[src/rtl/decoder_req_sched_pkg.sv]
// -----------------------------------------------------------------------------
// decoder_req_sched_pkg
// Shared types and constants for the decoder request scheduler:
//   - default code/result widths of the shared decoder core
//   - scheduler state encoding (enum for readability, plain localparams for
//     the state register)
//   - width helper that never returns a zero-width vector
// -----------------------------------------------------------------------------
package decoder_req_sched_pkg;

    localparam int CODE_W_DEF = 7;
    localparam int OUT_W_DEF  = 8;

    typedef enum logic [1:0] {
        IDLE = 2'd0,
        WAIT = 2'd1,
        RESP = 2'd2
    } sched_state_t;

    localparam logic [1:0] ST_IDLE = 2'd0;
    localparam logic [1:0] ST_WAIT = 2'd1;
    localparam logic [1:0] ST_RESP = 2'd2;

    // Bits needed to index n values, with a floor of one bit.
    function automatic int width_min1(input int n);
        if (n > 1) begin
            return $clog2(n);
        end else begin
            return 1;
        end
    endfunction

endpackage

[src/rtl/decoder_req_sched_if.sv]
// -----------------------------------------------------------------------------
// decoder_req_sched_if
// Bundles the requester channels, the shared decoder port and the tagged
// response channel of the scheduler.
//   req_valid/req_code/req_ready : per-requester request handshake
//   dec_in/dec_out               : shared decoder input code / result
//   rsp_valid/rsp_ready/rsp_id/rsp_data : response channel
//   busy                         : scheduler not idle
// modport slave  : the scheduler
// modport master : requesters, decoder core and response consumer
// -----------------------------------------------------------------------------
interface decoder_req_sched_if
    import decoder_req_sched_pkg::*;
#(
    parameter int NUM_REQ = 4,
    parameter int CODE_W  = CODE_W_DEF,
    parameter int OUT_W   = OUT_W_DEF
) ();
    localparam int ID_W = width_min1(NUM_REQ);

    logic [NUM_REQ-1:0]        req_valid;
    logic [NUM_REQ*CODE_W-1:0] req_code;
    logic [NUM_REQ-1:0]        req_ready;
    logic [CODE_W-1:0]         dec_in;
    logic [OUT_W-1:0]          dec_out;
    logic                      rsp_valid;
    logic                      rsp_ready;
    logic [ID_W-1:0]           rsp_id;
    logic [OUT_W-1:0]          rsp_data;
    logic                      busy;

    modport slave (
        input  req_valid, req_code, dec_out, rsp_ready,
        output req_ready, dec_in, rsp_valid, rsp_id, rsp_data, busy
    );

    modport master (
        output req_valid, req_code, dec_out, rsp_ready,
        input  req_ready, dec_in, rsp_valid, rsp_id, rsp_data, busy
    );
endinterface

[src/rtl/decoder_req_sched_rr_arbiter.sv]
// -----------------------------------------------------------------------------
// decoder_req_sched_rr_arbiter
// Combinational round-robin pick: first set request bit at or after the
// pointer, wrapping past NUM_REQ-1 back to 0.
//   i_req       : request vector
//   i_ptr       : highest-priority index (always < NUM_REQ)
//   o_grant_oh  : one-hot grant (zero when no request)
//   o_grant_idx : binary grant index (zero when no request)
//   o_any_valid : at least one request present
// -----------------------------------------------------------------------------
module decoder_req_sched_rr_arbiter #(
    parameter int NUM_REQ = 4,
    parameter int ID_W    = 2
) (
    input  logic [NUM_REQ-1:0] i_req,
    input  logic [ID_W-1:0]    i_ptr,
    output logic [NUM_REQ-1:0] o_grant_oh,
    output logic [ID_W-1:0]    o_grant_idx,
    output logic               o_any_valid
);
    logic [2*NUM_REQ-1:0] w_dbl;
    logic [NUM_REQ-1:0]   w_rot;
    logic [ID_W-1:0]      w_off;
    logic [ID_W:0]        w_sum;

    // Rotate the request vector so the pointer position lands at bit 0.
    assign w_dbl = {i_req, i_req} >> i_ptr;
    assign w_rot = w_dbl[NUM_REQ-1:0];

    // Lowest set bit of the rotated vector is the distance from the pointer.
    always_comb begin
        w_off = '0;
        for (int k = NUM_REQ - 1; k >= 0; k--) begin
            if (w_rot[k]) begin
                w_off = ID_W'(k);
            end else begin
                w_off = w_off;
            end
        end
    end

    // Undo the rotation: pointer + distance, modulo NUM_REQ.
    always_comb begin
        w_sum = {1'b0, i_ptr} + {1'b0, w_off};
        if (w_sum >= (ID_W + 1)'(NUM_REQ)) begin
            w_sum = w_sum - (ID_W + 1)'(NUM_REQ);
        end else begin
            w_sum = w_sum;
        end
    end

    // Drive grant outputs only when someone is asking.
    always_comb begin
        o_any_valid = |i_req;
        if (o_any_valid) begin
            o_grant_idx = w_sum[ID_W-1:0];
            o_grant_oh  = NUM_REQ'(1) << w_sum[ID_W-1:0];
        end else begin
            o_grant_idx = '0;
            o_grant_oh  = '0;
        end
    end
endmodule

[src/rtl/decoder_req_sched.sv]
// -----------------------------------------------------------------------------
// decoder_req_sched
// Time-shares one decoder core among NUM_REQ requesters. A round-robin grant
// accepts one request from IDLE, the code is held on dec_in while a counter
// covers the DEC_LAT decoder latency, then the captured result is offered on
// the response channel (tagged with the requester index) until consumed.
//   clock : rising-edge clock
//   rst_n : asynchronous active-low reset
//   bus   : decoder_req_sched_if.slave (requests, decoder port, response, busy)
// Accept in cycle t gives rsp_valid first high in cycle t+2+DEC_LAT.
// -----------------------------------------------------------------------------
module decoder_req_sched
    import decoder_req_sched_pkg::*;
#(
    parameter int NUM_REQ = 4,
    parameter int CODE_W  = CODE_W_DEF,
    parameter int OUT_W   = OUT_W_DEF,
    parameter int DEC_LAT = 2
) (
    input  logic                clock,
    input  logic                rst_n,
    decoder_req_sched_if.slave  bus
);
    localparam int              ID_W     = width_min1(NUM_REQ);
    localparam int              CNT_W    = width_min1(DEC_LAT + 1);
    localparam logic [ID_W-1:0] LAST_ID  = ID_W'(NUM_REQ - 1);
    localparam logic [CNT_W-1:0] LAT_LOAD = CNT_W'(DEC_LAT);

    logic [1:0]          r_state;
    logic [ID_W-1:0]     r_ptr;
    logic [CNT_W-1:0]    r_cnt;
    logic [CODE_W-1:0]   r_dec_in;
    logic                r_rsp_valid;
    logic [ID_W-1:0]     r_rsp_id;
    logic [OUT_W-1:0]    r_rsp_data;

    logic [NUM_REQ-1:0]  w_grant_oh;
    logic [ID_W-1:0]     w_grant_idx;
    logic                w_any_valid;
    logic                w_accept;
    logic [CODE_W-1:0]   w_grant_code;
    logic [ID_W-1:0]     w_ptr_next;

    decoder_req_sched_rr_arbiter #(
        .NUM_REQ (NUM_REQ),
        .ID_W    (ID_W)
    ) u_arb (
        .i_req       (bus.req_valid),
        .i_ptr       (r_ptr),
        .o_grant_oh  (w_grant_oh),
        .o_grant_idx (w_grant_idx),
        .o_any_valid (w_any_valid)
    );

    // Accept pulse: only from IDLE, and held low while reset is asserted.
    always_comb begin
        if ((r_state == ST_IDLE) && w_any_valid && rst_n) begin
            w_accept      = 1'b1;
            bus.req_ready = w_grant_oh;
        end else begin
            w_accept      = 1'b0;
            bus.req_ready = '0;
        end
    end

    // AND-OR select of the granted requester's code.
    always_comb begin
        w_grant_code = '0;
        for (int i = 0; i < NUM_REQ; i++) begin
            w_grant_code = w_grant_code |
                (bus.req_code[i*CODE_W +: CODE_W] & {CODE_W{w_grant_oh[i]}});
        end
    end

    // Pointer moves just past the requester that was served, wrapping at the end.
    always_comb begin
        if (r_rsp_id == LAST_ID) begin
            w_ptr_next = '0;
        end else begin
            w_ptr_next = r_rsp_id + ID_W'(1);
        end
    end

    // Scheduler FSM, latency counter, round-robin pointer and output registers.
    always_ff @(posedge clock or negedge rst_n) begin
        if (!rst_n) begin
            r_state     <= ST_IDLE;
            r_ptr       <= '0;
            r_cnt       <= '0;
            r_dec_in    <= '0;
            r_rsp_valid <= 1'b0;
            r_rsp_id    <= '0;
            r_rsp_data  <= '0;
        end else begin
            case (r_state)
                ST_IDLE: begin
                    if (w_accept) begin
                        r_dec_in <= w_grant_code;
                        r_rsp_id <= w_grant_idx;
                        r_cnt    <= LAT_LOAD;
                        r_state  <= ST_WAIT;
                    end else begin
                        r_state  <= ST_IDLE;
                    end
                end
                ST_WAIT: begin
                    // dec_out is valid once the counter has run down.
                    if (r_cnt == '0) begin
                        r_rsp_data  <= bus.dec_out;
                        r_rsp_valid <= 1'b1;
                        r_state     <= ST_RESP;
                    end else begin
                        r_cnt       <= r_cnt - CNT_W'(1);
                    end
                end
                ST_RESP: begin
                    // rsp_valid is always high here, so rsp_ready alone completes it.
                    if (bus.rsp_ready) begin
                        r_rsp_valid <= 1'b0;
                        r_ptr       <= w_ptr_next;
                        r_state     <= ST_IDLE;
                    end else begin
                        r_state     <= ST_RESP;
                    end
                end
                default: begin
                    r_rsp_valid <= 1'b0;
                    r_state     <= ST_IDLE;
                end
            endcase
        end
    end

    assign bus.dec_in    = r_dec_in;
    assign bus.rsp_valid = r_rsp_valid;
    assign bus.rsp_id    = r_rsp_id;
    assign bus.rsp_data  = r_rsp_data;
    assign bus.busy      = (r_state != ST_IDLE);
endmodule
[src/flat_wrapper.sv]
// flat-port wrapper written by rule: the top's interface ports become plain ports
module decoder_req_sched_flat import decoder_req_sched_pkg::*;
#(
    parameter int NUM_REQ = 4,
    parameter int CODE_W  = CODE_W_DEF,
    parameter int OUT_W   = OUT_W_DEF,
    parameter int DEC_LAT = 2
)
  (clock, rst_n, bus_req_valid, bus_req_code, bus_dec_out, bus_rsp_ready, bus_req_ready, bus_dec_in, bus_rsp_valid, bus_rsp_id, bus_rsp_data, bus_busy);
  decoder_req_sched_if #(.NUM_REQ(NUM_REQ), .CODE_W(CODE_W), .OUT_W(OUT_W)) bus_i ();
  input  logic clock;
  input  logic rst_n;
  input wire logic [$bits(bus_i.req_valid)-1:0] bus_req_valid;
  input wire logic [$bits(bus_i.req_code)-1:0] bus_req_code;
  input wire logic [$bits(bus_i.dec_out)-1:0] bus_dec_out;
  input wire logic [$bits(bus_i.rsp_ready)-1:0] bus_rsp_ready;
  output wire logic [$bits(bus_i.req_ready)-1:0] bus_req_ready;
  output wire logic [$bits(bus_i.dec_in)-1:0] bus_dec_in;
  output wire logic [$bits(bus_i.rsp_valid)-1:0] bus_rsp_valid;
  output wire logic [$bits(bus_i.rsp_id)-1:0] bus_rsp_id;
  output wire logic [$bits(bus_i.rsp_data)-1:0] bus_rsp_data;
  output wire logic [$bits(bus_i.busy)-1:0] bus_busy;
  assign bus_i.req_valid = bus_req_valid;
  assign bus_i.req_code = bus_req_code;
  assign bus_i.dec_out = bus_dec_out;
  assign bus_i.rsp_ready = bus_rsp_ready;
  assign bus_req_ready = bus_i.req_ready;
  assign bus_dec_in = bus_i.dec_in;
  assign bus_rsp_valid = bus_i.rsp_valid;
  assign bus_rsp_id = bus_i.rsp_id;
  assign bus_rsp_data = bus_i.rsp_data;
  assign bus_busy = bus_i.busy;
  decoder_req_sched #(.NUM_REQ(NUM_REQ), .CODE_W(CODE_W), .OUT_W(OUT_W), .DEC_LAT(DEC_LAT)) u_core (.clock(clock), .rst_n(rst_n), .bus(bus_i));
endmodule
[config.mk]
export PLATFORM = sky130hd
export DESIGN_NAME = decoder_req_sched_flat
export DESIGN_NICKNAME = d
export VERILOG_FILES = /design/src/rtl/decoder_req_sched_pkg.sv /design/src/rtl/decoder_req_sched_if.sv /design/src/rtl/decoder_req_sched_rr_arbiter.sv /design/src/rtl/decoder_req_sched.sv /design/src/flat_wrapper.sv
export SDC_FILE = /design/constraint.sdc
export NUM_CORES = 1
export LEC_CHECK = 0
export BUFFER_PORTS_ARGS = -buffer_cell sky130_fd_sc_hd__buf_2
export CAP_MARGIN = 20
export CORE_MARGIN = 2
export CORE_UTILIZATION = 50
export DETAILED_ROUTE_END_ITERATION = 6
export GPL_ROUTABILITY_DRIVEN = 1
export PLACE_DENSITY = 0.93
export SLEW_MARGIN = 20
export SYNTH_ARGS = -nofsm -noshare
export SYNTH_HDL_FRONTEND = slang
export SYNTH_SLANG_ARGS = --single-unit
export TNS_END_PERCENT = 30
[constraint.sdc]
create_clock -name clock -period 3.4 [get_ports clock]
set_input_delay 0 -clock clock [delete_from_list [all_inputs] [get_ports clock]]
set_output_delay 0 -clock clock [all_outputs]
set_load 0.1 [all_outputs]
# Word level (Yosys, flattened, before mapping)
# Cells that the tools add are included.
# word_totals
register_bits,24
input_bits,43
word_cells,61
# op_classes
add_sub_neg,4
magnitude_cmp,1
n_eq_ne,7
n_shift,2
mux,20
n_bitwise,8
reduce_logical,12
# op_table
cell,n
$and A7 B7 Y7,4
$mux W2,11
$or A7 B7 Y7,3
$mux W4,2
$shr A8 B2 Y4,1
$pmux W2 S3,1
$reduce_and A2 Y1,3
$reduce_and A3 Y1,2
$eq A2 B2 Y1 const B,2
$logic_not A2 Y1,2
$mux W1,4
$ne A2 B1 Y1 const B,2
$ne A2 B2 Y1 const B,2
$pmux W2 S2,1
$reduce_bool A2 Y1,2
$reduce_or A4 Y1,1
$shl A1 B2 Y4 const A,1
$sub A2 B1 Y2 const B,2
$add A2 B2 Y3,1
$ge A3 B3 Y1 const B,1
$pmux W1 S3,1
$add A2 B1 Y2 const B,1
$eq A2 B1 Y1 const B,1
$logic_and A1 B1 Y1,2
$not A1 Y1,1

# Depth between registers and ports, before layout
# Gate-level depths: netlist (run 1).
# logic_depth
word_depth,14
mapped_depth,11
ltp_nobuf,10

# Cells and area by module
# Synthesis (run 1) repeated with hierarchy kept, for this count alone.
# hier_totals
cells_unflattened,131
hier_area_um2,1357.6
# by_module_without_submodules
module,n_inst,cells_per_inst,area_each_um2
decoder_req_sched,1,94,1104.8
decoder_req_sched_rr_arbiter,1,37,252.7

# Least setup slack after synthesis (run 1)
# Ideal clock, no wire load.
# synth_path
kind,register to output
startpoint,register u_core.r_ptr[0]
endpoint,output bus_req_ready[2]
arrival_ps,3866
required_time_ps,3400
setup_slack_ps,-466
path_stages_with_launch,12
path_cell_list,dfrtp_1 buf_4 and3b_1 a21oi_1 nor2_1 a21oi_1 o221ai_1 ha_1 xnor2_1 nor3_4 nor2_1 nor3_1
# synth_via
elab_chain_len,11
word_cells_on_any_way,12
cone_classes,add/sub (2); order compare (1); shift (2); mux (7)
# synth_lines
element,line_no,rtl
from (decl),decoder_req_sched.sv:30,logic [ID_W-1:0] r_ptr;
from (signal assigned),decoder_req_sched.sv:120,r_ptr <= w_ptr_next;
$shr A8 B2 Y4,decoder_req_sched_rr_arbiter.sv:27,"assign w_dbl = {i_req, i_req} >> i_ptr;"
$mux W2 (4 in a row),decoder_req_sched_rr_arbiter.sv:34,if (w_rot[k]) begin
$add A2 B2 Y3 (*),decoder_req_sched_rr_arbiter.sv:44,"w_sum = {1'b0, i_ptr} + {1'b0, w_off};"
$ge A3 B3 Y1 or $sub A2 B1 Y2 (tied branches),"decoder_req_sched_rr_arbiter.sv:45, decoder_req_sched_rr_arbiter.sv:46",
$mux W2 (*),decoder_req_sched_rr_arbiter.sv:45,if (w_sum >= (ID_W + 1)'(NUM_REQ)) begin
$shl A1 B2 Y4 (*),decoder_req_sched_rr_arbiter.sv:57,o_grant_oh = NUM_REQ'(1) << w_sum[ID_W-1:0];
$mux W4 (*),decoder_req_sched_rr_arbiter.sv:55,if (o_any_valid) begin
$mux W4 (*),decoder_req_sched.sv:57,if ((r_state == ST_IDLE) && w_any_valid && rst_n) begin
to (decl),flat_wrapper.sv:17,output wire logic [$bits(bus_i.req_ready)-1:0] bus_req_ready;
# Mark *: on every way between the ends. The rest lies on a longest branch, timed or not.

# Final worst setup path (run 1)
# Ends and elaborated chain as after synthesis.

==> flow_metrics.tcl, run 1 <==
set metrics [dict create \
    outcome "finished clean" \
    synth.avg_cell_area_um2 9.65 \
    fin_worst_skew_ns 0.00910 \
    die_area_mm2 0.00334 \
    cts_sinks 24 \
    root_buffer "clkbuf_4" \
    drive_gt1_share_pct 39.5 \
    dp_hpwl_um 2770 \
    critical_path_required_ns 3.40 \
    ys_seq_elements 24 \
    ys_seq_area_share_pct 41.5 \
    clk_latency_ns 0.33 \
    crit_arrival_ns 3.03 \
    numCtsBuffers 3 \
    core_mm2 0.00276 \
    wl_um 4040 \
    max_slew_margin_pct 62.0 \
    initial_core_util_pct 52.5 \
    routabilityCongestion 0.853 \
    synth_mux_area_share_pct 8.04 \
    die_x_um 57.8 \
    period_share_pct 89.0 \
    syn_nets 196 \
    yosys_most_used_dff "dfrtp_1" \
    hold_path.class "in -> reg" \
    finalHoldViolCount 0 \
    clock.fmax_ghz 0.330 \
    post_cts_buffers 0 \
    first_iter_violations 46 \
    cts_tree "done" \
    tightest_slew_ns 0.569 \
    ant_nets 0 \
    num_vias 1497 \
    antenna_found_initial 0 \
    ys_types 36 \
    flow.area_growth_from_synthesis_pct 34.5 \
    drv_slew 0 \
    ys.warnings.count 0 \
    wl_per_cell_um 15.9 \
    nets 270 \
    grt_pass1_vias 1428 \
    synth_area_mm2 0.00145 \
    tns_ns 0 \
    rsz0062_at_grt "false" \
    synthAdderAreaFrac_pct 2.59 \
    synth_top_family_by_area "simple AND/OR/NAND/NOR gates" \
    multiInputGateArea_um2 811 \
    die_height_um 57.8 \
    startpoint_type "register" \
    synth_compound_area_share_pct 21.1 \
    synthCells 150 \
    clockBufferDepth 2 \
    critPathMaxFanout 12 \
    route.detailed.drc 0 \
    synth_edf_count 0 \
    maxCapViolCount 0 \
    boundaryPins 66 \
    clock_tree.htree_level_count 1 \
    n_fill_cell 202 \
    regArea_um2 601 \
    path_clk_slew_ns 0.15 \
    final.min_clock_period_ns 3.03 \
    grt_max_degree 32 \
    synthXorXnorAreaFrac_pct 1.21 \
    overflow 0 \
    yosys.area_share.simple_pct 22.6 \
    grt_pass1_wl_um 6390 \
    port-buffer-count 65 \
    diodes 0 \
    crit_type "reg -> out" \
    dr.pass1.iters 4 \
    finalSetupViolations 0 \
    grtUsageTotal_pct 25.0 \
    rows 19 \
    end_kind "output port" \
    synth-async-reset-ratio_pct 100 \
    via_per_inst 5.89 \
]
[cell families (layout without fill, tap and decap cells)]
logic type / count (synthesis) / after routing
AND/OR/NAND/NOR: 62 / 62
AO/OA/AOI/OAI: 39 / 39
flip-flops: 24 / 24
multiplexers: 10 / 10
buffers and inverters: 10 / 83
adder cells (fa/ha/maj): 3 / 3
XOR/XNOR: 2 / 2
[layer usage]
metal / vias to the layer above / GRT usage, % / part of all wire (%)
met2: 71 / 42.9 / 51
met3: 16 / 6.25 / 7.4
li1: 704 / - / -
met4: 0 / 14.3 / 3.5
met5: - / 0 / 0
met1: 706 / 28.3 / 38
[cell usage in the layout (no fill, tap or decap), types with 2 or more instances in the layout]
master	Yosys	layout
ha_1	3	2
buf_2	2	65
a221oi_1	7	7
nand2_1	21	21
inv_1	3	3
nor2b_1	14	14
nand2b_1	2	2
a2111oi_0	7	7
clkbuf_4	0	3
mux2_2	9	9
dfrtp_1	24	24
dlygate4sd3_1	0	10
a21oi_1	3	3
nor3_1	3	2
nor2_1	9	9
o21ai_0	6	6
o31ai_1	8	8
nand3b_1	2	2
nand3_1	3	3
nor3b_1	3	3
[worst paths after layout]
path | from | endpoint | slack (ns) | depth (start not counted)
max in group asynchronous | rst_n | u_core.bus.rsp_id[1] | 2.85 | 2
min reg2reg | u_core.bus.dec_in[0] | u_core.bus.dec_in[0] | 0.50 | 2
max | u_core.r_ptr[0] | bus_req_ready[2] | 0.37 | 11
max reg2reg | u_core.r_ptr[0] | u_core.bus.dec_in[5] | 0.73 | 10
min in group asynchronous | rst_n | u_core.bus.dec_in[1] | 0.16 | 2
min | bus_req_code[9] | u_core.bus.dec_in[2] | 0.04 | 3
[area by class of cell]
type / count / share of cell area (%)
clock buffers: 3 / 1.16
flip-flops and latches: 24 / 30.8
inverters: 3 / 0.578
well taps: 31 / 1.99
repair buffers: 76 / 22.2
multi-input cells: 116 / 41.6
clock inverters: 1 / 1.54
[worst max-delay path: stages (launching register included)]
cell and delay (ns):
dfrtp_1 0.53, and3b_1 0.23, a21oi_1 0.12, nor2_1 0.05
a21oi_1 0.14, o221ai_1 0.15, ha_2 0.23, xor2_1 0.17
a21oi_2 0.34, nor2_1 0.15, nor3_2 0.17, buf_2 0.44
[synthesized netlist by cell type (all sizes together) (2+ instances only)]
master,n,area [µm²]
nor3b,3,22.5
nand3b,2,15.0
o31ai,8,60.1
nor2b,14,87.6
buf,3,17.5
nand2b,2,12.5
mux2,10,116
a2111oi,7,61.3
ha,3,37.5
o21ai,7,46.3
a21oi,4,23.8
nor3,4,31.3
nand3,3,15.0
dfrtp,24,601
inv,3,11.3
nor2,9,33.8
a221oi,7,61.3
nand2,21,78.8
clkbuf,4,15.0
[sequential cells by signal, summed over array words and instances (netlist names)]
name,count
u_core.bus.dec_in,7
u_core.r_cnt,2
u_core.bus.rsp_valid,1
u_core.r_ptr,2
u_core.bus.rsp_id,2
u_core.bus.rsp_data,8
u_core.r_state,2
[per-stage QoR]
stage / utilization (%) / worst slack, ns / hold slack [ns] / cell area, µm² / instances
finish: 70.6 / 0.373 / 0.0410 / 1950 / 254
global route: 70.6 / 0.181 / 0.0440 / 1950 / 254
CTS: 70.5 / 0.237 / 0.0440 / 1940 / 254
detailed placement: 65.0 / 0.602 / 0.0166 / 1790 / 240
global placement: 65.0 / 0.784 / 0.0158 / 1790 / 240
floorplan: - / -0.431 / -0.296 / 1450 / 150
[timing repair]
action / CTS / global route
hold endpoints to repair: 34 / 0
hold buffers: 10 / 0
setup endpoints to repair: 0 / 1
gates resized for setup: 0 / 1
Power of run 1 is left out: the tool's default activity adds up to more than one toggle a clock period on the data nets, which glitch-free logic cannot reach.
==> run 2: changes to the inputs <==
--- a/config.mk
+++ b/config.mk
@@ -8,12 +8,13 @@
 export BUFFER_PORTS_ARGS = -buffer_cell sky130_fd_sc_hd__buf_2
 export CAP_MARGIN = 20
 export CORE_MARGIN = 2
-export CORE_UTILIZATION = 50
+export CORE_UTILIZATION = 49
 export DETAILED_ROUTE_END_ITERATION = 6
 export GPL_ROUTABILITY_DRIVEN = 1
-export PLACE_DENSITY = 0.93
+export PLACE_DENSITY = 0.92
 export SLEW_MARGIN = 20
 export SYNTH_ARGS = -nofsm -noshare
 export SYNTH_HDL_FRONTEND = slang
+export SYNTH_HIERARCHICAL = 1
 export SYNTH_SLANG_ARGS = --single-unit
 export TNS_END_PERCENT = 30
==> run 2 against run 1 <==
Non-clock buffer count increased by 3. Via count decreased by 11%. Worst hold slack lost 0.036 ns. Core utilization decreased by 0.92 points. Clock skew down 0.0063 ns. Register-to-register slack worse by 0.19 ns. Cell area fell by 3.9%. Area after synthesis is 6.2% lower. Fmax shrank 5.8%. Global-route usage shrank 2.5 points. Critical path type unchanged. Critical endpoint is now bus_req_ready[3]. Highest routed layer unchanged.
==> flow_metrics.tcl, run 2 <==
set metrics [dict create \
    tns_ns 0 \
    place_ws_ns 0.484 \
    outcome "finished clean" \
    drv_slew 0 \
    routabilityCongestion 0.734 \
    syn_nets 177 \
    grtUsageTotal_pct 22.6 \
    crit_top_cell "a21oi_1" \
    diodes 0 \
    clockBufferDepth 2 \
    num_vias 1331 \
    period_share_pct 94.5 \
    r2r_slack_ns 0.54 \
    ant_nets 0 \
    antenna_found_initial 0 \
    synth_area_mm2 0.00136 \
    route.detailed.drc 0 \
    grt_pass1_vias 1393 \
    synth-async-reset-ratio_pct 100 \
    drive_gt1_share_pct 43.0 \
    final_cells 238 \
    worstPathCellList "or2b_1 > a21oi_1 > o211ai_1 > o21a_1 > ha_1 > xnor2_1 > or4_4 > a21oi_1 > buf_4 > and2_1 > clkbuf_4" \
    port-buffer-count 65 \
    ys_types 38 \
    max_slew_margin_pct 64.0 \
    die_height_um 56.6 \
    yosys_most_used_dff "dfrtp_1" \
    synth.most_common_cell "dfrtp_1" \
    yosysTopAreaCell "dfrtp_1" \
    holdWs_ns 0.00464 \
    largest_register_ffs 8 \
    synth_edf_count 0 \
    flow.area_growth_from_synthesis_pct 37.9 \
    crit_slowest_cell "or4_4" \
    crit_type "reg -> out" \
    clock.fmax_ghz 0.311 \
    clock_tree.htree_level_count 1 \
    critical_path_required_ns 3.40 \
    synth_area_leaders "dfrtp_1, mux2_2, a22oi_1" \
    wl_per_cell_um 14.3 \
    synth_top_area_share_pct 44.2 \
    layout_commonest_cell "buf_2" \
    fin_worst_skew_ns 0.00275 \
    ys_seq_area_share_pct 44.2 \
    setup_slack_ns 0.186 \
    rows 19 \
    wl_um 3400 \
    critPathBufInv 2 \
    post_cts_buffers 0 \
    critPathMaxFanout 12 \
    hold_path.class "in -> reg" \
    boundaryPins 66 \
    clk_latency_ns 0.31 \
    initial_core_util_pct 50.5 \
    final.min_clock_period_ns 3.21 \
    dr.pass1.iters 4 \
    crit_arrival_ns 3.21 \
    overflow 0 \
    synthCells 131 \
    root_buffer "clkbuf_4" \
    startpoint_type "register" \
    finalSetupViolations 0 \
    final_cell_mix "buf_2, dfrtp_1, a22oi_1" \
    path_clk_slew_ns 0.13 \
    maxCapViolCount 0 \
    synth.avg_cell_area_um2 10.4 \
    post-place-cells 222 \
    dp_hpwl_um 2500 \
    tightest_slew_ns 0.535 \
    finalHoldViolCount 0 \
    first_iter_violations 30 \
    numCtsBuffers 3 \
    ys.warnings.count 6 \
    ys_top_cells_by_count "dfrtp_1, a22oi_1, mux2_2, nor2_1" \
    ys_seq_elements 24 \
    via_per_inst 5.59 \
    slowest_delay_ns 0.59 \
    end_kind "output port" \
    rsz0062_at_grt "false" \
    nets 254 \
    cts_sinks 24 \
    core_mm2 0.00269 \
    die_x_um 56.6 \
    cts_tree "done" \
    cp_top_family "simple AND/OR/NAND/NOR gates" \
    die_area_mm2 0.00321 \
    grt_max_degree 26 \
    grt_pass1_wl_um 5800 \
]
==> run 2: layout make-up <==
class                           count  area, µm²
Inverter                            4       15.0
Clock buffer                        3       22.5
Timing Repair Buffer               79        465
Fill cell                         197        815
Tap cell                           31       38.8
Clock inverter                      1       30.0
Multi-Input combinational cell     96        699
Sequential cell                    24        601
==> run 2: cell families after synthesis <==
family | synth area share, %
compound gates | 19.0
buf+inv | 4.24
xor+xnor | 0.645
mux | 10.1
flops | 44.2
simple gates | 19.0
fa+ha+maj | 2.77
==> run 2: repair_timing <==
item	in CTS	in global routing
hold endpoints to repair	36	0
gates resized for setup	0	2
hold buffers	12	0
endpoints found under the setup margin	0	2
==> run 2: per-stage QoR <==
stage | utilization, % | instance area, µm²
floorplan | - | 1360
global placement | 63.1 | 1690
detailed placement | 63.1 | 1690
CTS | 69.5 | 1870
global route | 69.7 | 1870
finish | 69.7 | 1870
==> run 2: per-layer routing <==
layer | routed length (µm) | track usage, %
met5 | 0 | 0
met3 | 215 | 4.84
met1 | 1470 | 27.4
met2 | 1660 | 38.4
met4 | 53 | 9.86
==> run 2: path summary, 6_finish.rpt <==
| check | start | endpoint | cells after the start |
|---|---|---|---|
| hold reg to reg | u_core/r_cnt[0] | u_core/r_cnt[0] | 1 |
| setup reg to reg | u_core/r_ptr[1] | u_core/bus.dec_in[5] | 10 |
| setup / recovery | u_core/r_ptr[1] | bus_req_ready[3] | 11 |
| hold / removal | bus_req_code[18] | u_core/bus.dec_in[4] | 3 |
| min in group asynchronous | rst_n | u_core/bus.rsp_data[7] | 2 |
| max in group asynchronous | rst_n | u_core/bus.rsp_data[2] | 2 |
==> run 2: worst register-to-register path: stages, from the launching register on <==
cell and delay (ns):
dfrtp_1 0.52, or2b_1 0.27, a21oi_1 0.16, o211ai_1 0.10, o21a_1 0.12, ha_1 0.19, xnor2_1 0.15, or4_4 0.59
and3_1 0.30, a22oi_1 0.24, a31oi_1 0.11
Power of run 2 is left out for the same reason.
==> run 3: changes to the inputs <==
--- a/config.mk
+++ b/config.mk
@@ -5,13 +5,14 @@
 export SDC_FILE = /design/constraint.sdc
 export NUM_CORES = 1
 export LEC_CHECK = 0
+export ABC_AREA = 1
 export BUFFER_PORTS_ARGS = -buffer_cell sky130_fd_sc_hd__buf_2
 export CAP_MARGIN = 20
 export CORE_MARGIN = 2
-export CORE_UTILIZATION = 49
+export CORE_UTILIZATION = 46
 export DETAILED_ROUTE_END_ITERATION = 6
 export GPL_ROUTABILITY_DRIVEN = 1
-export PLACE_DENSITY = 0.92
+export PLACE_DENSITY = 0.87
 export SLEW_MARGIN = 20
 export SYNTH_ARGS = -nofsm -noshare
 export SYNTH_HDL_FRONTEND = slang
==> constraint.sdc (replaced) <==
create_clock -name clock -period 3.2 [get_ports clock]
set_input_delay 0 -clock clock [delete_from_list [all_inputs] [get_ports clock]]
set_output_delay 0 -clock clock [all_outputs]
set_load 0.1 [all_outputs]
==> run 3 against run 2 <==
Clock skew up 0.010 ns. Register-to-register slack worse by 0.23 ns. Non-clock buffer count up 1. Clock-buffer cell count unchanged. Critical path type unchanged.
==> flow_metrics.tcl, run 3 <==
set metrics [dict create \
    yosys_most_used_dff "dfrtp_1" \
    worstPathCellList "inv_2 > nand2_1 > nand3_1 > nand2_1 > nand3_1 > a21boi_0 > ha_1 > xor2_1 > inv_1 > nand3_1 > nand2_2 > nor2_2 > inv_1 > nor2_1 > buf_2" \
    ant_nets 0 \
    ys_seq_area_share_pct 41.4 \
    ys.warnings.count 6 \
    clockBufferDepth 2 \
    die_area_mm2 0.00362 \
    synth_edf_count 0 \
    first_iter_violations 69 \
    startpoint_type "register" \
    final.min_clock_period_ns 2.91 \
    grt_pass1_vias 1458 \
    fin_worst_skew_ns 0.0130 \
    critPathMaxFanout 8 \
    boundaryPins 66 \
    synth.avg_cell_area_um2 6.65 \
    cp_top_family "simple AND/OR/NAND/NOR gates" \
    maxCapViolCount 0 \
    root_buffer "clkbuf_4" \
    rsz0062_at_grt "false" \
    slowest_delay_ns 0.49 \
    dr.pass1.iters 4 \
    synth-async-reset-ratio_pct 100 \
    numCtsBuffers 3 \
    wl_per_cell_um 10.5 \
    outcome "finished clean" \
    yosysTopAreaCell "dfrtp_1" \
    post_cts_buffers 0 \
    syn_nets 264 \
    via_per_inst 4.72 \
    crit_arrival_ns 2.91 \
    diodes 0 \
    grt_pass1_wl_um 5990 \
    tns_ns 0 \
    finalHoldViolCount 0 \
    initial_core_util_pct 47.9 \
    ys_seq_elements 24 \
    end_kind "output port" \
    critPathBufInv 4 \
    max_slew_margin_pct 64.9 \
    core_mm2 0.00303 \
    rows 20 \
    layout_commonest_cell "nand2_1" \
    cts_tree "done" \
    n_fill_cell 253 \
    antenna_found_initial 0 \
    die_height_um 60.1 \
    hold_path.class "in -> reg" \
    routabilityCongestion 0.805 \
    drive_gt1_share_pct 28.4 \
    largest_register_ffs 8 \
    clock.fmax_ghz 0.344 \
    synth_top_area_share_pct 41.4 \
    ys_types 21 \
    route.detailed.drc 0 \
    drv_slew 0 \
    critical_path_required_ns 3.20 \
    ys_top_cells_by_count "nand2_1, dfrtp_1, nand3_1" \
    synthCells 218 \
    cts_sinks 24 \
    synth_area_mm2 0.00145 \
    clk_latency_ns 0.31 \
    tightest_slew_ns 0.527 \
    num_vias 1605 \
    wl_um 3570 \
    dp_hpwl_um 2590 \
    flow.area_growth_from_synthesis_pct 38.7 \
    crit_type "reg -> out" \
    clock_tree.htree_level_count 1 \
    synth.most_common_cell "nand2_1" \
    overflow 0 \
    finalSetupViolations 0 \
    crit_slowest_cell "dfrtp_1" \
    crit_top_cell "nand3_1" \
    period_share_pct 91.0 \
    grt_max_degree 26 \
    path_clk_slew_ns 0.14 \
    grtUsageTotal_pct 21.6 \
    die_x_um 60.1 \
    port-buffer-count 65 \
    synth_area_leaders "dfrtp_1, nand2_1, nand3_1" \
    final_cell_mix "nand2_1, buf_2, dfrtp_1" \
    nets 343 \
]
-- run 3: cell types whose count changed in the layout (fill, tap and decap cells not counted), sizes merged, moves of 5 or more --
cell	previous run	this run
a21oi	7	1
a22oi	14	0
a31oi	7	0
inv	4	23
mux2	11	0
nand2	7	111
nand3	0	23
o21ai	3	8
-- run 3: worst register-to-register path: cells and delay by family, from the launching register on --
| family | cells | cell delay [ns] |
|---|---|---|
| simple gates | 10 | 1.00 |
| buf+inv | 3 | 0.70 |
| flops | 1 | 0.49 |
| compound gates | 2 | 0.26 |
| fa+ha+maj | 1 | 0.19 |
| xor+xnor | 1 | 0.19 |
-- run 3: metal layers --
metal	global-route usage [%]	share of wire, %
met1	27.2	43
met2	38.8	51
met3	2.38	4.2
met4	5.71	1.8
met5	0	0
-- run 3: logic make-up (layout without fill, tap and decap cells) --
logic type               after synthesis  count (layout)  synth area share (%)
AO/OA/AOI/OAI                         10              10                  3.62
flip-flops                            24              24                  41.4
XOR/XNOR                               1               1                 0.604
adder cells (fa/ha/maj)                3               3                  2.59
AND/OR/NAND/NOR                      151             151                  43.7
buffers and inverters                 29             107                  8.11
-- run 3: repair_timing --
| item | in CTS | in global routing |
|---|---|---|
| gates resized for setup | 0 | 4 |
| endpoints found under the setup margin | 0 | 6 |
| hold buffers | 15 | 0 |
| endpoints found under the hold margin | 38 | 0 |
-- run 3: through the flow --
stage	setup WS (ns)	instance area (µm²)	cells	util (%)	hold slack [ns]
CTS	0.163	2000	340	66.1	0.000703
floorplan	0.132	1450	218	-	-0.296
finish	0.289	2010	340	66.4	0.0147
global route	0.0445	2010	340	66.4	0.0316
detailed placement	0.557	1800	321	59.4	0.0132
global placement	0.670	1800	321	59.4	0.0154
-- run 3: cell type report --
| cell class | count | area (µm²) | area share (%) |
|---|---|---|---|
| well taps | 44 | 55.1 | 2.74 |
| clock inverters | 1 | 30.0 | 1.49 |
| inverters | 23 | 86.3 | 4.29 |
| multi-input cells | 165 | 742 | 36.9 |
| clock buffers | 3 | 22.5 | 1.12 |
| repair buffers | 80 | 475 | 23.6 |
| flip-flops and latches | 24 | 601 | 29.9 |
-- run 3: path summary, 6_finish.rpt --
check | startpoint | slack, ns | end | cells past startpoint
worst max-delay path | u_core/r_ptr[0] | 0.29 | bus_req_ready[1] | 15
worst min-delay path | bus_req_code[21] | 0.01 | u_core/bus.dec_in[0] | 5
worst max register to register | u_core/r_ptr[0] | 0.31 | u_core/bus.dec_in[6] | 17
worst min register to register | u_core/bus.rsp_data[5] | 0.49 | u_core/bus.rsp_data[5] | 2
max in group asynchronous | rst_n | 2.65 | u_core/bus.dec_in[2] | 2
min in group asynchronous | rst_n | 0.19 | u_core/bus.rsp_data[0] | 2
Power of run 3 is left out for the same reason.
